[src/rtl/sw_input_pkg.sv]
// sw_input_pkg: shared definitions for the sw_input_ctrl switch/button
// input peripheral.
//   - byte offsets of the four registers on the Wishbone slave port
//   - 2-bit register index type (byte address bits [3:2])
//   - bus handshake state type
package sw_input_pkg;

    localparam logic [3:0] SW_DATA_OFS    = 4'h0;
    localparam logic [3:0] SW_STATUS_OFS  = 4'h4;
    localparam logic [3:0] SW_IRQEN_OFS   = 4'h8;
    localparam logic [3:0] SW_EDGESEL_OFS = 4'hC;

    typedef logic [1:0] reg_idx_t;

    localparam reg_idx_t SW_DATA_IDX    = SW_DATA_OFS[3:2];
    localparam reg_idx_t SW_STATUS_IDX  = SW_STATUS_OFS[3:2];
    localparam reg_idx_t SW_IRQEN_IDX   = SW_IRQEN_OFS[3:2];
    localparam reg_idx_t SW_EDGESEL_IDX = SW_EDGESEL_OFS[3:2];

    typedef enum logic {
        BUS_IDLE = 1'b0,
        BUS_ACK  = 1'b1
    } bus_state_t;

endpackage

[src/rtl/sw_debounce.sv]
// sw_debounce: one input pin -> 2-flop synchroniser -> debounced level.
//   clk_sys  in   system clock
//   rst      in   asynchronous active-low reset
//   pin      in   raw asynchronous pin
//   stable   out  debounced level; follows the synchronised pin only after
//                 it has differed from stable for DEBOUNCE_CYCLES cycles
module sw_debounce #(
    parameter int DEBOUNCE_CYCLES = 1000
) (
    input  logic clk_sys,
    input  logic rst,
    input  logic pin,
    output logic stable
);

    localparam int CNT_W = $clog2(DEBOUNCE_CYCLES);
    localparam logic [CNT_W-1:0] CNT_LAST = CNT_W'(DEBOUNCE_CYCLES - 1);

    logic             sync1;
    logic             sync2;
    logic [CNT_W-1:0] cnt;

    always_ff @(posedge clk_sys or negedge rst) begin
        if (!rst) begin
            sync1  <= 1'b0;
            sync2  <= 1'b0;
            cnt    <= '0;
            stable <= 1'b0;
        end else begin
            sync1 <= pin;
            sync2 <= sync1;
            if (sync2 != stable) begin
                if (cnt == CNT_LAST) begin
                    stable <= sync2;
                    cnt    <= '0;
                end else begin
                    cnt <= cnt + 1'b1;
                end
            end else begin
                // any return to the stable level restarts the count
                cnt <= '0;
            end
        end
    end

endmodule

[src/rtl/sw_input_ctrl.sv]
// sw_input_ctrl: switch/button input peripheral for lt16soc.
// Debounces NUM_IN pins, latches per-bit edge events into a sticky STATUS
// register and raises a level interrupt for enabled events.
//   clk_sys   in   system clock
//   rst       in   asynchronous active-low reset
//   sw_in     in   raw pin inputs [NUM_IN]
//   wb_cyc/wb_stb/wb_we/wb_adr/wb_sel/wb_dat_i  Wishbone-classic slave inputs
//   wb_dat_o  out  read data, captured on the transfer edge
//   wb_ack    out  one-cycle acknowledge
//   irq       out  |(STATUS & IRQ_EN), registered
// Registers: 0x0 DATA (RO), 0x4 STATUS (W1C), 0x8 IRQ_EN (RW),
//            0xC EDGE_SEL (RW, 0 = rising, 1 = falling).
module sw_input_ctrl
    import sw_input_pkg::*;
#(
    parameter int NUM_IN          = 8,
    parameter int DEBOUNCE_CYCLES = 1000
) (
    input  logic              clk_sys,
    input  logic              rst,
    input  logic [NUM_IN-1:0] sw_in,
    input  logic              wb_cyc,
    input  logic              wb_stb,
    input  logic              wb_we,
    input  logic [3:0]        wb_adr,
    input  logic [3:0]        wb_sel,
    input  logic [31:0]       wb_dat_i,
    output logic [31:0]       wb_dat_o,
    output logic              wb_ack,
    output logic              irq
);

    logic [NUM_IN-1:0] stable;
    logic [NUM_IN-1:0] stable_q;
    logic [NUM_IN-1:0] status;
    logic [NUM_IN-1:0] irq_en;
    logic [NUM_IN-1:0] edge_sel;
    logic [NUM_IN-1:0] evt;

    bus_state_t state;
    bus_state_t state_nxt;
    logic       xfer;

    reg_idx_t          ridx;
    logic [31:0]       wmask;
    logic [31:0]       wr_val;
    logic [NUM_IN-1:0] wr_bits;
    logic [NUM_IN-1:0] keep_bits;
    logic [NUM_IN-1:0] clr;
    logic [31:0]       rdata;
    logic              unused_bits;

    for (genvar g = 0; g < NUM_IN; g++) begin : g_db
        sw_debounce #(
            .DEBOUNCE_CYCLES(DEBOUNCE_CYCLES)
        ) u_db (
            .clk_sys(clk_sys),
            .rst    (rst),
            .pin    (sw_in[g]),
            .stable (stable[g])
        );
    end

    // rising when edge_sel=0, falling when edge_sel=1
    assign evt = (~edge_sel & stable & ~stable_q) | (edge_sel & ~stable & stable_q);

    // ---------------- bus handshake ----------------
    always_comb begin
        state_nxt = state;
        xfer      = 1'b0;
        case (state)
            BUS_IDLE: begin
                if (wb_cyc && wb_stb) begin
                    xfer      = 1'b1;
                    state_nxt = BUS_ACK;
                end
            end
            BUS_ACK:  state_nxt = BUS_IDLE;
            default:  state_nxt = BUS_IDLE;
        endcase
    end

    assign wb_ack = (state == BUS_ACK);

    // ---------------- write path ----------------
    assign ridx = wb_adr[3:2];

    always_comb begin
        wmask = '0;
        for (int unsigned i = 0; i < 4; i++) begin
            wmask[8*i +: 8] = {8{wb_sel[i]}};
        end
    end

    assign wr_val    = wb_dat_i & wmask;
    assign wr_bits   = wr_val[NUM_IN-1:0];
    assign keep_bits = ~wmask[NUM_IN-1:0];
    assign clr       = (xfer && wb_we && ridx == SW_STATUS_IDX) ? wr_bits : '0;

    // ---------------- read path ----------------
    always_comb begin
        rdata = '0;
        case (ridx)
            SW_DATA_IDX:    rdata = 32'(stable);
            SW_STATUS_IDX:  rdata = 32'(status);
            SW_IRQEN_IDX:   rdata = 32'(irq_en);
            SW_EDGESEL_IDX: rdata = 32'(edge_sel);
            default:        rdata = '0;
        endcase
    end

    assign unused_bits = ^{wb_adr[1:0], wr_val};

    always_ff @(posedge clk_sys or negedge rst) begin
        if (!rst) begin
            state    <= BUS_IDLE;
            stable_q <= '0;
            status   <= '0;
            irq_en   <= '0;
            edge_sel <= '0;
            wb_dat_o <= '0;
            irq      <= 1'b0;
        end else begin
            state    <= state_nxt;
            stable_q <= stable;
            // a new event outranks a simultaneous W1C of the same bit
            status   <= (status & ~clr) | evt;
            irq      <= |(status & irq_en);
            if (xfer && !wb_we) begin
                wb_dat_o <= rdata;
            end
            if (xfer && wb_we) begin
                if (ridx == SW_IRQEN_IDX) begin
                    irq_en <= (irq_en & keep_bits) | wr_bits;
                end
                if (ridx == SW_EDGESEL_IDX) begin
                    edge_sel <= (edge_sel & keep_bits) | wr_bits;
                end
            end
        end
    end

endmodule
[config.mk]
export PLATFORM = sky130hd
export DESIGN_NAME = sw_input_ctrl
export DESIGN_NICKNAME = d
export VERILOG_FILES = /design/src/rtl/sw_input_pkg.sv /design/src/rtl/sw_debounce.sv /design/src/rtl/sw_input_ctrl.sv
export SDC_FILE = /design/constraint.sdc
export NUM_CORES = 1
export LEC_CHECK = 0
export BUFFER_PORTS_ARGS = -buffer_cell sky130_fd_sc_hd__buf_2
export CORE_MARGIN = 2
export CORE_UTILIZATION = 30
export DETAILED_ROUTE_END_ITERATION = 8
export SLEW_MARGIN = 20
export SYNTH_ARGS = -nofsm -noshare
export SYNTH_HDL_FRONTEND = slang
export SYNTH_SLANG_ARGS = --single-unit
[constraint.sdc]
create_clock -name clk_sys -period 2.05 [get_ports clk_sys]
set_input_delay 0.205 -clock clk_sys [delete_from_list [all_inputs] [get_ports clk_sys]]
set_output_delay 0.205 -clock clk_sys [all_outputs]
set_load 0.005 [all_outputs]
==> metrics.cfg <==
[floorplan]
dieArea_um2=23340
std_cell_rows=54
initial_core_util_pct=30.52
chipHeight_um=152.8
core_area_um2=21760
die_x_um=152.8
io_pins=87

[setup_path]
crit_path_cell_trace=ha_1 > nand4_1 > or3_1 > nor2_4 > mux2_1
startpoint_type=register
worstSetupPathType=reg2reg
critPathMaxFanout=6
cpMaxStageDelayCell=or3_1
worstSetupEndpointType=register
slowest_delay_ps=450
arrival_ps=1980
required_ps=2350
cp_top_family=simple AND/OR/NAND/NOR gates
worst-path-buf-inv=0

[power]
p_sw_share_pct=22.46
pwr-share-clk_pct=43.7
ir_drop_mv=0.4938
combinationalPowerShare_pct=6.5
sequentialPowerShare_pct=49.8
p_int_w=0.004872
p_per_area_nw_per_um2=816.4
power_leakage_nw=3.419
p_switching_w=0.001411

[cts]
cts_made_buffers=17
cts-resized-gates=0
clk_pin_slew_ps=60
insertion_delay_ps=420
clockBufferDepth=2
cts_tree=done
root_buffer=clkbuf_16
htree_levels=4
clkSinkCount=146

[global_routing]
grt_pass1_wl_mm=20.98
grt_pass1_vias=4259
grtUsageTotal_pct=11.14
gr-total-overflow=0
grt_max_degree=56
antenna_found_initial=0

[timing]
slew_headroom_pct=64.31
clock_skew_ps=6.819
post-route-min-period_ps=1680
fmax_mhz=595.2
rsz0062_at_grt=false
hold_viol=0
timing.setup.tns_ps=0
fin_crit_sh_pct=81.95
final-max-slew-violation-count=0
max_slew.worst_pin.slew_ps=534.8
setup_viol=0

[synth]
synth-seq-cells=146
syn-cell-area_um2=6639
synth_top_cell_by_area=dfrtp_1
async_flop_share_pct=100.0
synth_common_cells=dfrtp_1 (146), nor2_1 (87), nand2_1 (45)
yosysSeqAreaShare_pct=55.03
synth_cell_types=37
post-synth-top-area-fraction_pct=55.03
synth_area_leaders=dfrtp_1 (55%), xnor2_1 (5.1%), mux2_2 (5.1%)
yosys_most_used_dff=dfrtp_1
avgSynthCellArea_um2=11.20
synth_warnings=0
synthCells=593
yosysMostFrequentCell=dfrtp_1
synth-edff-count=0

[detailed_routing]
wl_per_cell_um=12.69
first_pass_iters=4
first_iter_violations=203
wirelength_mm=11.99
vias=4301
route.detailed.drc=0
antenna_left=0
viasPerCell=4.551

[finish]
post-route-util_pct=35.38
stdcell_count=945
area_growth_pct=15.93
layout.nets=716
drive_above_1_share_pct=18.35
antenna_cells=0

[run_status]
status=finished, final reports clean

[place]
hpwl_mm=8.455
place.gp.congestion=0.7961
dp.cells=907
io_buffers=33

[min_path]
hp-class=in2reg

[flow_run]
drv_cap=0

cells in the final DEF (no fill, tap or decap), types with 3 or more instances in the layout:
master | synthesis | final
a21o_1 | 8 | 8
a21oi_1 | 20 | 20
a22oi_1 | 4 | 4
a31oi_1 | 13 | 13
and3_2 | 7 | 7
and4_1 | 7 | 7
and4bb_2 | 7 | 7
buf_2 | 0 | 32
buf_4 | 24 | 4
clkbuf_1 | 0 | 4
clkbuf_16 | 0 | 17
clkbuf_8 | 0 | 4
clkinvlp_4 | 0 | 3
conb_1 | 1 | 24
dfrtp_1 | 146 | 146
dlygate4sd3_1 | 0 | 9
ha_1 | 8 | 8
inv_1 | 18 | 18
mux2_2 | 30 | 30
mux4_2 | 8 | 8
nand2_1 | 45 | 45
nand3_1 | 28 | 28
nand4_1 | 19 | 19
nor2_1 | 87 | 87
nor3_1 | 8 | 8
o21ai_0 | 16 | 16
o21bai_1 | 7 | 7
or3_1 | 8 | 8
xnor2_1 | 39 | 39
xor2_1 | 16 | 16
layer usage:
metal	share of wire, %	vias to the layer above	wire [um]	track usage (%)
li1	-	2155	-	-
met1	49	2088	5864	14.63
met2	46	43	5573	17.36
met3	3.0	15	360	3.470
met4	1.6	0	195	4.101
met5	0	-	0	0
worst paths after layout:
check,from,end,slack [ps],cells after the start
hold reg to reg,g_db[4].u_db.sync1,g_db[4].u_db.sync2,350,0
setup reg to reg,g_db[4].u_db.cnt[0],g_db[4].u_db.stable,370,5
min in group asynchronous,rst,g_db[5].u_db.cnt[8],290,2
max in group asynchronous,rst,g_db[4].u_db.cnt[6],1100,3
hold / removal,wb_dat_i[1],register,40,2
setup / recovery,g_db[4].u_db.cnt[0],g_db[4].u_db.stable,370,5
final cells by class:
class | instances | area [um^2]
multi-input cells | 425 | 2790
flip-flops and latches | 146 | 3654
clock inverters | 4 | 27.53
clock buffers | 25 | 495.5
well taps | 280 | 350.3
fillers | 2209 | 14060
inverters | 18 | 67.56
repair buffers | 47 | 311.5
power groups by stage:
| stage | Clock [W] | Sequential, W | Combinational [W] |
|---|---|---|---|
| CTS | 0.00283 | 0.00313 | 0.000421 |
| global route | 0.00297 | 0.00315 | 0.000466 |
| detailed placement | 0 | 0.00318 | 0.000407 |
| global placement | 0 | 0.00318 | 0.000400 |
| floorplan | 0 | 0.00315 | 0.000270 |
| finish | 0.00275 | 0.00313 | 0.000407 |
cells by family after synthesis:
family	after synthesis	synth area share [%]
adder cells (fa/ha/maj)	8	1.508
other	1	0.05649
buffers and inverters	45	4.240
flip-flops	146	55.03
AND/OR/NAND/NOR	226	17.17
multiplexers	40	8.142
XOR/XNOR	55	7.256
AO/OA/AOI/OAI	72	6.596
what timing repair did:
action                    CTS  global route
hold buffers                9             0
buffers inserted            0             0
hold endpoints to repair   50             0
metrics by stage:
stage	power, W	hold slack [ps]	setup WS, ps	area, um^2
2_1_floorplan	0.003421	-90.59	468.0	6725
3_3_place_gp	0.003580	168.4	386.2	7083
3_5_place_dp	0.003590	165.9	370.0	7083
4_1_cts	0.006385	27.13	361.1	7696
5_1_grt	0.006589	36.91	255.7	7696
6_report	0.006283	43.39	370.0	7696
(Power assumes the default switching activity.)
